**src/rtl/ud_cnt_pkg.sv**
```systemverilog
// Shared types and width helpers for the up/down counter command front end.
package ud_cnt_pkg;

  typedef enum logic [1:0] {
    IDLE,
    HOLD,
    REPEAT
  } rpt_state_t;

  typedef enum logic [1:0] {
    CMD_NONE,
    CMD_UP,
    CMD_DN,
    CMD_LOAD
  } cmd_t;

  localparam int DB_CYCLES_DEF = 4;
  localparam int RPT_DELAY_DEF = 16;
  localparam int RPT_RATE_DEF  = 4;

  // Width of a counter that runs 0 .. n-1.
  function automatic int cnt_w(input int n);
    return (n < 2) ? 1 : $clog2(n);
  endfunction

endpackage

```
**src/rtl/btn_debounce.sv**
```systemverilog
// Two-flop synchronizer plus debouncer; emits the stable level and a
// one-cycle press pulse registered on the same edge the level rises.
module btn_debounce
  import ud_cnt_pkg::*;
#(
  parameter int DB_CYCLES = DB_CYCLES_DEF
) (
  input  logic CLK,
  input  logic RST,
  input  logic btn,
  output logic level,
  output logic press
);

  localparam int DB_W = cnt_w(DB_CYCLES);

  logic [1:0]      sync;
  logic [DB_W-1:0] cnt;

  // NOTE: sequential state uses non-blocking assignments so every flop
  // samples the pre-edge values of the others.
  always_ff @(posedge CLK or posedge RST) begin
    if (RST) begin
      sync  <= '0;
      cnt   <= '0;
      level <= 1'b0;
      press <= 1'b0;
    end else begin
      sync  <= {sync[0], btn};
      press <= 1'b0;
      if (sync[1] != level) begin
        // Reaching DB_CYCLES differing samples flips the stable level.
        if (cnt == DB_W'(DB_CYCLES - 1)) begin
          level <= sync[1];
          press <= sync[1];
          cnt   <= '0;
        end else begin
          cnt <= cnt + DB_W'(1);
        end
      end else begin
        cnt <= '0;
      end
    end
  end

endmodule

```
**src/rtl/ud_cnt_cmd_gen.sv**
```systemverilog
// Button-to-command front end for the 4-bit up/down counter.
// Auto-repeat of held UP/DN is built only when UD_CNT_AUTO_REPEAT_EN is defined.
module ud_cnt_cmd_gen
  import ud_cnt_pkg::*;
#(
  parameter int DB_CYCLES = DB_CYCLES_DEF,
  parameter int RPT_DELAY = RPT_DELAY_DEF,
  parameter int RPT_RATE  = RPT_RATE_DEF
) (
  input  logic       CLK,
  input  logic       RST,
  input  logic       BTN_UP,
  input  logic       BTN_DN,
  input  logic       BTN_LD,
  input  logic [3:0] SW,
  output logic [3:0] D,
  output logic       LD,
  output logic       UD,
  output logic       CE
);

  logic up_level, dn_level, ld_level;
  logic up_press, dn_press, ld_press;
  cmd_t press_cmd, cmd;

  btn_debounce #(.DB_CYCLES(DB_CYCLES)) u_db_up (
    .CLK(CLK), .RST(RST), .btn(BTN_UP), .level(up_level), .press(up_press)
  );
  btn_debounce #(.DB_CYCLES(DB_CYCLES)) u_db_dn (
    .CLK(CLK), .RST(RST), .btn(BTN_DN), .level(dn_level), .press(dn_press)
  );
  btn_debounce #(.DB_CYCLES(DB_CYCLES)) u_db_ld (
    .CLK(CLK), .RST(RST), .btn(BTN_LD), .level(ld_level), .press(ld_press)
  );

  // Same-cycle presses: LD wins over UP over DN; losers are dropped.
  always_comb begin
    press_cmd = CMD_NONE;
    if (ld_press)      press_cmd = CMD_LOAD;
    else if (up_press) press_cmd = CMD_UP;
    else if (dn_press) press_cmd = CMD_DN;
  end

`ifdef UD_CNT_AUTO_REPEAT_EN
  localparam int RPT_MAX = (RPT_DELAY > RPT_RATE) ? RPT_DELAY : RPT_RATE;
  localparam int RPT_W   = cnt_w(RPT_MAX);

  rpt_state_t       state, state_n;
  logic [RPT_W-1:0] rpt_cnt, rpt_cnt_n;
  logic             trk_dn, trk_dn_n;
  logic             trk_level;
  logic             unused_levels;

  assign trk_level     = trk_dn ? dn_level : up_level;
  assign unused_levels = ld_level;

  always_ff @(posedge CLK or posedge RST) begin
    if (RST) begin
      state   <= IDLE;
      rpt_cnt <= '0;
      trk_dn  <= 1'b0;
    end else begin
      state   <= state_n;
      rpt_cnt <= rpt_cnt_n;
      trk_dn  <= trk_dn_n;
    end
  end

  // NOTE: every always_comb output gets a default first so no path infers a latch.
  always_comb begin
    state_n   = state;
    rpt_cnt_n = rpt_cnt;
    trk_dn_n  = trk_dn;
    cmd       = press_cmd;
    if (ld_press || (up_level && dn_level)) begin
      state_n = IDLE;
    end else if (up_press || dn_press) begin
      state_n   = HOLD;
      trk_dn_n  = !up_press;
      rpt_cnt_n = '0;
    end else begin
      case (state)
        HOLD, REPEAT: begin
          if (!trk_level) begin
            state_n = IDLE;
          end else if (rpt_cnt == RPT_W'(((state == HOLD) ? RPT_DELAY : RPT_RATE) - 1)) begin
            state_n   = REPEAT;
            rpt_cnt_n = '0;
            cmd       = trk_dn ? CMD_DN : CMD_UP;
          end else begin
            rpt_cnt_n = rpt_cnt + RPT_W'(1);
          end
        end
        default: state_n = IDLE;
      endcase
    end
  end
`else
  logic unused_levels;
  assign unused_levels = ^{up_level, dn_level, ld_level};
  assign cmd           = press_cmd;
`endif

  always_ff @(posedge CLK or posedge RST) begin
    if (RST) begin
      D  <= '0;
      LD <= 1'b0;
      UD <= 1'b0;
      CE <= 1'b0;
    end else begin
      CE <= (cmd != CMD_NONE);
      LD <= (cmd == CMD_LOAD);
      case (cmd)
        CMD_LOAD: D  <= SW;
        CMD_UP:   UD <= 1'b1;
        CMD_DN:   UD <= 1'b0;
        default:  ;
      endcase
    end
  end

endmodule

```
**config.mk**
```make
export PLATFORM = sky130hd
export DESIGN_NAME = ud_cnt_cmd_gen
export DESIGN_NICKNAME = d
export VERILOG_FILES = /design/src/rtl/ud_cnt_pkg.sv /design/src/rtl/btn_debounce.sv /design/src/rtl/ud_cnt_cmd_gen.sv
export SDC_FILE = /design/constraint.sdc
export NUM_CORES = 1
export LEC_CHECK = 0
export ABC_CLOCK_PERIOD_IN_PS = 1600
export CORE_MARGIN = 1
export CORE_UTILIZATION = 40
export CTS_BUF_LIST = sky130_fd_sc_hd__clkbuf_16
export CTS_CLUSTER_SIZE = 10
export DETAILED_ROUTE_END_ITERATION = 16
export GPL_TIMING_DRIVEN = 0
export PLACE_DENSITY = 0.66
export SYNTH_ARGS = -nofsm -noshare
export SYNTH_HDL_FRONTEND = slang
export SYNTH_SLANG_ARGS = --single-unit
```
**constraint.sdc**
```tcl
create_clock -name CLK -period 1.6 [get_ports CLK]
set_input_delay 0.4 -clock CLK [delete_from_list [all_inputs] [get_ports CLK]]
set_output_delay 0.4 -clock CLK [all_outputs]
set_load 0.05 [all_outputs]
```
# Yosys cells after proc, flatten, opt, wreduce, memory -nomap -nowiden
# Cells that the tools add are included.
# word_totals
reg_bits	25
input_bits	9
# op_classes
n_mux	16
add_sub_neg	3
n_reduce_logical	5
n_eq_ne	9
# ops
op	n
two-way mux 2 bit	9
== test 2 bit, second input constant	5
adder 2 x 1 -> 2 bit, second input constant	3
two-way mux 1 bit	6
AND reduction 2 bit	3
nonzero test 2 bit	2
!= test 1 bit	3
== test 2 x 1 -> 1 bit, second input constant	1
case mux 1 bit (2 select lines)	1

# Depth between registers and ports, before layout
# Gate-level depths: netlist (run 1).
# logic_depth
ltp_word	5
depth_mapped	4
depth_no_buf	4

# Hierarchy
# A second synthesis (run 1) with hierarchy kept.
# unflattened
hier_cells	63
hier_area_um2	948.4
# by_module_without_submodules
module	seq_area_each_um2	area_per_inst_um2	instances	cells_per_inst
btn_debounce	150.1	212.7	3	13
ud_cnt_cmd_gen	175.2	310.3	1	24

# Worst setup path before layout (run 1)
# No wires, ideal clock.
# synth_path
path_kind	reg-to-reg
startpoint	reg u_db_ld.press
endpoint	reg D[0]
stages_incl_launch_ff	5
slack_ns	0.364
setup_time_ns	0.125
required_ns	1.475
arrival_ns	1.111
cell_sequence	dfrtp_1 > nor2_1 > inv_1 > ha_1 > mux2_2
# synth_via
elab_chain_len	2
# synth_lines
element	line	text
start, declared	btn_debounce.sv:12	output logic press
start signal, assigned	btn_debounce.sv:35	press <= sync[1];
two-way mux 2 bit	ud_cnt_cmd_gen.sv:39	if (ld_press) press_cmd = CMD_LOAD;
== test 2 bit	ud_cnt_cmd_gen.sv:113	case (cmd)
end signal, assigned	ud_cnt_cmd_gen.sv:106	D <= '0;
end signal, assigned	ud_cnt_cmd_gen.sv:114	CMD_LOAD: D <= SW;
end, declared	ud_cnt_cmd_gen.sv:16	output logic [3:0] D,
# No other way between the ends.
# A chain may end at the register's enable or synchronous reset.

# Worst setup path after layout (run 1)
# layout_path
startpoint	reg D[1]
endpoint	out D[1]
# No word-level cell between the ends.

==> impl_metrics.tcl, run 1 <==
set metrics [dict create \
    period_needed_ns 1.52 \
    cts_sinks 25 \
    num_rows 17 \
    num_vias 512 \
    drive_above_1_share_pct 11.8 \
    path_clk_slew_ns 0.06 \
    grt_pass1_wl_mm 2.03 \
    gp_congestion 0.678 \
    cts.path.max_buffers 2 \
    fmax_ghz 0.660 \
    num-fill-cells 189 \
    portBuffers 15 \
    numCtsBuffers 3 \
    cts_tree "yes" \
    hold_violations 0 \
    dpl_cell_area_mm2 0.00111 \
    yosysTopAreaCell "dfrtp_1" \
    crit_slowest_cell "dlygate4sd2_1" \
    grt-ovfl-total 0 \
    worstPathRequired_ns 1.20 \
    cpPeakStageDelay_ns 0.52 \
    yosysWarningCount 0 \
    clock_latency_ns 0.25 \
    synth.area.top_cells "dfrtp_1, ha_1, mux2_2" \
    p_sw_uw 612 \
    grt_util_all_layers_pct 11.3 \
    combPwrFrac_pct 27.9 \
    drc 0 \
    yosysUniqueCellTypes 13 \
    htreeDepth 1 \
    path_max_fanout 2 \
    synth_area_um2 927 \
    postCtsHoldBufs 0 \
    cp.depth 1 \
    total_power_uw 1950 \
    antenna_found_initial 0 \
    drt_iter0_drc 1 \
    fin_ws_ns 0.0839 \
    grt_pass1_vias 483 \
    crit_chain "dlygate4sd2_1" \
    crit_arrival_ns 1.12 \
    antenna_cells 0 \
    crit_path_start_kind "flip-flop" \
    final.setup_skew_ns 0.000727 \
    p_leak_uw 0.000632 \
    power_density_mw_per_mm2 1650 \
    syn_avg_cell_area_um2 14.0 \
    post-route-period-util_pct 94.8 \
    sw_frac_of_total_pct 31.4 \
    root_buffer "clkbuf_16" \
    hold_depth 0 \
    setup_viol 0 \
    drtPass1Iterations 2 \
    maxCapViolations 0 \
    start_util_pct 42.3 \
    crit_family "buffers and inverters" \
    crit_type "reg2out" \
    syn_inst 66 \
    ys_seq_area_share_pct 67.5 \
    ir_drop_mv 0.748 \
    crit_path_end_kind "primary output" \
    power_frac_seq_pct 45.1 \
    fin_area_mm2 0.00118 \
    tightestPinTransition_ns 0.896 \
    relSlewSlack_pct 40.2 \
    whs_ns 0.347 \
    cp_num_buf_inv 1 \
    die_area_mm2 0.00251 \
    wl_per_cell_um 10.0 \
    cts_setup_buffers 0 \
    dieWidth_um 50.1 \
    layout.nets 102 \
    synth_top_area_share_pct 67.5 \
    postRouteAntennaNets 0 \
    die_y_um 50.1 \
    slew_viol_final 0 \
    grt_max_degree 26 \
    routed_wl_mm 1.13 \
    p_clk_share_pct 27.0 \
    reg2reg_depth 4 \
    post-place-ws_ns 0.0551 \
    io_pins 16 \
    hp-class "reg2reg" \
    ys_ff_latch 25 \
    synth_fp_nets 82 \
    internal_power_uw 1340 \
    rsz0062_at_grt "false" \
    via_per_inst 4.53 \
    status "complete, no violations" \
    coreArea_mm2 0.00219 \
    fin_setup_tns_ns 0 \
    ctsResizeCount 7 \
    syn_to_final_growth_pct 27.5 \
]
[flip-flops by register name (all words and copies together), names as in the netlist]
register / flops
UD: 1
u_db_ld.press: 1
u_db_dn.cnt: 2
u_db_dn.press: 1
u_db_ld.level: 1
u_db_up.level: 1
D: 4
CE: 1
u_db_ld.cnt: 2
u_db_dn.level: 1
LD: 1
u_db_dn.sync: 2
u_db_up.press: 1
u_db_ld.sync: 2
u_db_up.sync: 2
u_db_up.cnt: 2
[metal layers]
layer	wire length [um]	part of all wire [%]	vias up	global-route usage [%]
li1	-	-	249	-
met1	490	43	244	13.0
met2	540	48	17	17.8
met3	81	7.1	2	3.03
met4	21	1.9	0	8.57
met5	0	0	-	0
[worst paths after layout]
check | to | slack (ns) | startpoint
worst max-delay path | D[1] | 0.08 | D[1]$_DFFE_PP0N_
worst min-delay path | u_db_dn.sync[1]$_DFF_PP0_ | 0.35 | u_db_dn.sync[0]$_DFF_PP0_
worst max register to register | D[3]$_DFFE_PP0N_ | 0.28 | u_db_ld.press$_DFF_PP0_
worst min register to register | u_db_dn.sync[1]$_DFF_PP0_ | 0.35 | u_db_dn.sync[0]$_DFF_PP0_
max in group asynchronous | D[3]$_DFFE_PP0N_ | 0.41 | RST
min in group asynchronous | u_db_dn.sync[1]$_DFF_PP0_ | 0.64 | RST
[kinds of logic after synthesis]
logic type / after synthesis / synth area share, %
AOI/OAI and AO/OA: 5 / 2.97
and+or+nand+nor: 13 / 8.10
adders and majority gates: 7 / 9.45
muxes: 5 / 5.94
buffers and inverters: 8 / 3.24
xor gates and xnor gates: 3 / 2.83
DFF: 25 / 67.5
[layout by cell type, fill, tap and decap left out]
master / count
a21oi_1: 1
o21ai_0: 3
clkbuf_16: 3
nor3_2: 3
nand2_1: 3
nor2_1: 4
nor2b_1: 3
a21o_1: 1
ha_1: 7
dfrtp_1: 25
mux2i_1: 1
clkdlybuf4s50_1: 8
dlygate4sd2_1: 7
mux2_2: 4
xnor2_1: 3
inv_1: 9
[cell type report]
type                       count  area, um^2  area share [%]
sequential                    25         626            52.9
clock inverter                 1        3.75           0.317
multi-input combinational     33         272            23.0
clock buffer                   3        75.1            6.35
inverter                       8        30.0            2.54
tap                           28        35.0            2.96
timing repair buffer          15         141            12.0
[Yosys cell counts]
cell     count
mux2_2       4
nand2_1      3
nor3_2       3
ha_1         7
nor2b_1      3
a21oi_1      1
inv_1        8
dfrtp_1     25
o21ai_0      3
xnor2_1      3
nor2_1       4
a21o_1       1
mux2i_1      1
[stage by stage]
stage,utilization (%),cells
after floorplan,-,66
after global placement,50.8,109
after detailed placement,50.8,109
after CTS,54.0,113
after global routing,54.0,113
final,54.0,113
[power by group through the flow]
stage                     logic [uW]  registers [uW]  clock network, uW
after floorplan                  245            1060                  0
after global placement           573             887                  0
after detailed placement         581             895                  0
after CTS                        553             881                547
after global routing             606             897                568
final                            543             879                526
No activity file was read; power rests on OpenSTA's default activity.
==> inputs of run 2 (changes only) <==
Settings changed: MAX_ROUTING_LAYER from default to met4, REMOVE_ABC_BUFFERS from default to 1.
==> run 2 against run 1 <==
Total power about the same. Clock-buffer cell count stayed put. Via count increased by 0.39%. Fmax about the same. Sequential cell count unchanged. Global-route usage rose by 0.32 points. Largest cell class unchanged.
==> impl_metrics.tcl, run 2 (synthesis gave the netlist of run 1 again) <==
set metrics [dict create \
    status "complete, no violations" \
    crit_chain "dlygate4sd2_1" \
    top_register "D" \
    whs_ns 0.347 \
    dieWidth_um 50.1 \
    hold_violations 0 \
    worstPathRequired_ns 1.20 \
    ctsResizeCount 7 \
    slew_viol_final 0 \
    gp_congestion 0.685 \
    dpl_cell_area_mm2 0.00111 \
    routed_wl_mm 1.13 \
    drt_iter0_drc 1 \
    drtPass1Iterations 2 \
    fin_area_mm2 0.00118 \
    fin_setup_tns_ns 0 \
    p_sw_uw 612 \
    via_per_inst 4.55 \
    syn_to_final_growth_pct 27.5 \
    num_vias 514 \
    portBuffers 15 \
    crit_type "reg2out" \
    path_max_fanout 2 \
    cts_tree "yes" \
    io_pins 16 \
    grt_util_all_layers_pct 11.6 \
    cp_num_buf_inv 1 \
    maxCapViolations 0 \
    drc 0 \
    post-route-period-util_pct 94.8 \
    combPwrFrac_pct 27.9 \
    p_leak_uw 0.000632 \
    crit_arrival_ns 1.12 \
    start_util_pct 42.3 \
    grt_pass1_wl_mm 2.03 \
    cpPeakStageDelay_ns 0.52 \
    final.setup_skew_ns 0.000778 \
    wl_per_cell_um 10.0 \
    final_common_cell "dfrtp_1" \
    period_needed_ns 1.52 \
    antenna_cells 0 \
    fmax_ghz 0.660 \
    power_frac_seq_pct 45.1 \
    crit_path_start_kind "flip-flop" \
    cts_sinks 25 \
    htreeDepth 1 \
    crit_family "buffers and inverters" \
    numCtsBuffers 3 \
    final_cell_mix "dfrtp_1, inv_1, clkdlybuf4s50_1, ha_1, dlygate4sd2_1" \
    setup_viol 0 \
    sw_frac_of_total_pct 31.4 \
    die_y_um 50.1 \
    grt_max_degree 26 \
    postRouteAntennaNets 0 \
    grt_pass1_vias 482 \
    relSlewSlack_pct 40.2 \
    postCtsHoldBufs 0 \
    crit_slowest_cell "dlygate4sd2_1" \
    power_density_mw_per_mm2 1650 \
    rsz0062_at_grt "false" \
    layout.nets 102 \
    coreArea_mm2 0.00219 \
    cts_setup_buffers 0 \
    p_clk_share_pct 27.0 \
    cts.path.max_buffers 2 \
    tightestPinTransition_ns 0.896 \
    largest_register_ffs 4 \
    grt-ovfl-total 0 \
    drive_above_1_share_pct 11.8 \
    path_clk_slew_ns 0.06 \
    ir_drop_mv 0.748 \
    hp-class "reg2reg" \
    root_buffer "clkbuf_16" \
    antenna_found_initial 0 \
    clock_latency_ns 0.25 \
    num_rows 17 \
    internal_power_uw 1340 \
    crit_path_end_kind "primary output" \
    die_area_mm2 0.00251 \
]
## run 2: area by class of cell
| cell class | count | area [um^2] |
|---|---|---|
| Inverter | 8 | 30.0 |
| Multi-Input combinational cell | 33 | 272 |
| Clock inverter | 1 | 3.75 |
| Timing Repair Buffer | 15 | 141 |
| Clock buffer | 3 | 75.1 |
| Tap cell | 28 | 35.0 |
| Fill cell | 189 | 1010 |
| Sequential cell | 25 | 626 |
## run 2: path summary, 6_finish.rpt
kind	from	endpoint	slack [ns]	cells after the start
max in group asynchronous	RST	D[3]$_DFFE_PP0N_	0.41	2
worst max register to register	u_db_ld.press$_DFF_PP0_	D[3]$_DFFE_PP0N_	0.28	4
worst min-delay path	u_db_dn.sync[0]$_DFF_PP0_	u_db_dn.sync[1]$_DFF_PP0_	0.35	0
worst min register to register	u_db_dn.sync[0]$_DFF_PP0_	u_db_dn.sync[1]$_DFF_PP0_	0.35	0
worst max-delay path	D[1]$_DFFE_PP0N_	D[1]	0.08	1
min in group asynchronous	RST	u_db_dn.sync[1]$_DFF_PP0_	0.64	2
## run 2: power by group through the flow
stage / clock network [uW] / registers, uW / logic [uW]
2_1_floorplan: 0 / 1060 / 245
3_5_place_dp: 0 / 895 / 581
5_1_grt: 568 / 897 / 606
4_1_cts: 547 / 881 / 553
6_report: 526 / 879 / 543
3_3_place_gp: 0 / 887 / 573
## run 2: stage by stage
step / util, % / power, uW / instances / setup WS (ns)
3_3_place_gp: 50.8 / 1460 / 109 / 0.0655
2_1_floorplan: - / 1300 / 66 / 0.364
5_1_grt: 54.0 / 2070 / 113 / 0.0348
4_1_cts: 54.0 / 1980 / 113 / 0.0738
3_5_place_dp: 50.8 / 1480 / 109 / 0.0551
6_report: 54.0 / 1950 / 113 / 0.0840
## run 2: layer usage
metal | routed length [um] | vias up | global-route usage (%)
met5 | 0 | - | -
met4 | 29 | 0 | 8.57
met3 | 79 | 4 | 3.03
met2 | 535 | 17 | 17.8
met1 | 490 | 244 | 13.0
li1 | - | 249 | -
==> inputs of run 3 (changes only) <==
Settings changed: CORE_ASPECT_RATIO from default to 0.6.
==> run 3 against run 2 <==
Register-to-register slack worse by 0.02 ns. Clock-buffer cell count unchanged. Critical path type unchanged. Total power up 0.33%. Critical path depth unchanged. Non-clock buffer count unchanged. Global-route usage up 0.28 points.
==> impl_metrics.tcl, run 3 (synthesis gave the netlist of run 1 again) <==
set metrics [dict create \
    status "complete, no violations" \
    clock_latency_ns 0.25 \
    cp_num_buf_inv 1 \
    antenna_found_initial 0 \
    place_hpwl_um 777 \
    drt_iter0_drc 5 \
    grt_max_degree 26 \
    cts_setup_buffers 0 \
    hold_violations 0 \
    largest_register_ffs 4 \
    path_clk_slew_ns 0.06 \
    rsz0062_at_grt "false" \
    period_needed_ns 1.51 \
    p_leak_uw 0.000632 \
    path_max_fanout 2 \
    routed_wl_mm 1.12 \
    r2r_start "u_db_ld.press$_DFF_PP0_" \
    worstPathRequired_ns 1.20 \
    num_rows 13 \
    via_per_inst 4.30 \
    drc 0 \
    hp-start "u_db_ld.sync[0]$_DFF_PP0_" \
    antenna_cells 0 \
    whs_ns 0.349 \
    drive_above_1_share_pct 11.8 \
    crit_chain "dlygate4sd2_1" \
    crit_family "buffers and inverters" \
    fmax_ghz 0.660 \
    num_vias 494 \
    crit_slowest_cell "dlygate4sd2_1" \
    hp-class "reg2reg" \
    hold_depth 0 \
    grt_pass1_wl_mm 1.90 \
    setup_viol 0 \
    crit_path_end_kind "primary output" \
    drt-met1-wl_um 546 \
    post-route-period-util_pct 94.7 \
    num-fill-cells 186 \
    wl_met2_um 477 \
    layout.nets 102 \
    gp_congestion 0.711 \
    cpPeakStageDelay_ns 0.52 \
    reg2reg_depth 4 \
    grt-ovfl-total 0 \
    final.setup_skew_ns 0.00403 \
    cts.path.max_buffers 2 \
    relSlewSlack_pct 40.5 \
    numCtsBuffers 3 \
    crit_path_start_kind "flip-flop" \
    dieWidth_um 64.2 \
    io_pins 16 \
    drtPass1Iterations 2 \
    r2r-end "D[0]$_DFFE_PP0N_" \
    start_util_pct 42.5 \
    highest_layer "met3" \
    tightestPinTransition_ns 0.892 \
    postRouteAntennaNets 0 \
    crit_type "reg2out" \
    routed-wl-met3_um 94 \
    die_area_mm2 0.00252 \
    coreArea_mm2 0.00218 \
    grt_util_all_layers_pct 11.9 \
    fin_setup_tns_ns 0 \
    cts_tree "yes" \
    grt_pass1_vias 435 \
    cts_sinks 25 \
    ir_drop_mv 0.750 \
    final_cell_mix "dfrtp_1, inv_1, clkdlybuf4s50_1, ha_1, dlygate4sd2_1" \
    crit_arrival_ns 1.11 \
    top_register "D" \
    portBuffers 15 \
    wl_per_cell_um 9.72 \
    slew_viol_final 0 \
    power_density_mw_per_mm2 1650 \
    htreeDepth 1 \
    maxCapViolations 0 \
    die_y_um 39.3 \
    syn_to_final_growth_pct 27.8 \
    root_buffer "clkbuf_16" \
    holdPathEnd "u_db_ld.sync[1]$_DFF_PP0_" \
    final_common_cell "dfrtp_1" \
    r2r_slack_ns 0.26 \
]
## run 3: cell counts in the layout (fill, tap and decap cells not counted)
No cell type changed its count.
## run 3: final cells by class
| cell class | count | area, um^2 | area share (%) |
|---|---|---|---|
| inverters | 8 | 30.0 | 2.53 |
| multi-input cells | 33 | 272 | 22.9 |
| repair buffers | 15 | 141 | 11.9 |
| flip-flops and latches | 25 | 626 | 52.8 |
| clock inverters | 1 | 3.75 | 0.317 |
| well taps | 30 | 37.5 | 3.17 |
| clock buffers | 3 | 75.1 | 6.34 |
## run 3: through the flow
| step | instance area, um^2 | setup WS, ns | total power (uW) | utilization, % | cells |
|---|---|---|---|---|---|
| after floorplan | 927 | 0.364 | 1300 | - | 66 |
| after detailed placement | 1110 | 0.0432 | 1480 | 51.1 | 111 |
| final | 1180 | 0.0855 | 1950 | 54.4 | 115 |
| after CTS | 1180 | 0.0748 | 1980 | 54.4 | 115 |
| after global routing | 1180 | 0.0348 | 2080 | 54.4 | 115 |
| after global placement | 1110 | 0.0565 | 1460 | 51.1 | 111 |
## run 3: power breakdown
| group | total [uW] | leakage [uW] | switching [uW] | internal (uW) |
|---|---|---|---|---|
| registers | 880 | 0.000318 | 88.5 | 792 |
| clock network | 529 | 0.0000423 | 196 | 333 |
| logic | 545 | 0.000271 | 332 | 213 |
## run 3: worst max path at each step
| stage | slack (ns) | to | startpoint | cells past startpoint |
|---|---|---|---|---|
| after floorplan | 0.36 | D[0]$_DFFE_PP0N_ | u_db_ld.press$_DFF_PP0_ | 4 |
| after global placement | 0.06 | u_db_dn.cnt[1]$_DFF_PP0_ | RST | 2 |
| after detailed placement | 0.04 | u_db_dn.sync[1]$_DFF_PP0_ | RST | 2 |
| after CTS | 0.07 | UD | UD$_DFFE_PP0P_ | 1 |
| after global routing | 0.03 | UD | UD$_DFFE_PP0P_ | 1 |
| final | 0.09 | D[2] | D[2]$_DFFE_PP0N_ | 1 |
## run 3: what timing repair did
item,4_1_cts,5_1_grt
hold buffers,0,0
endpoints found under the setup margin,7,0
resized for setup,7,0
## run 3: metal layers
metal,global-route usage (%),vias up
li1,-,247
met1,13.2,232
met2,17.0,15
met3,7.85,0
met4,5.00,0
met5,-,-
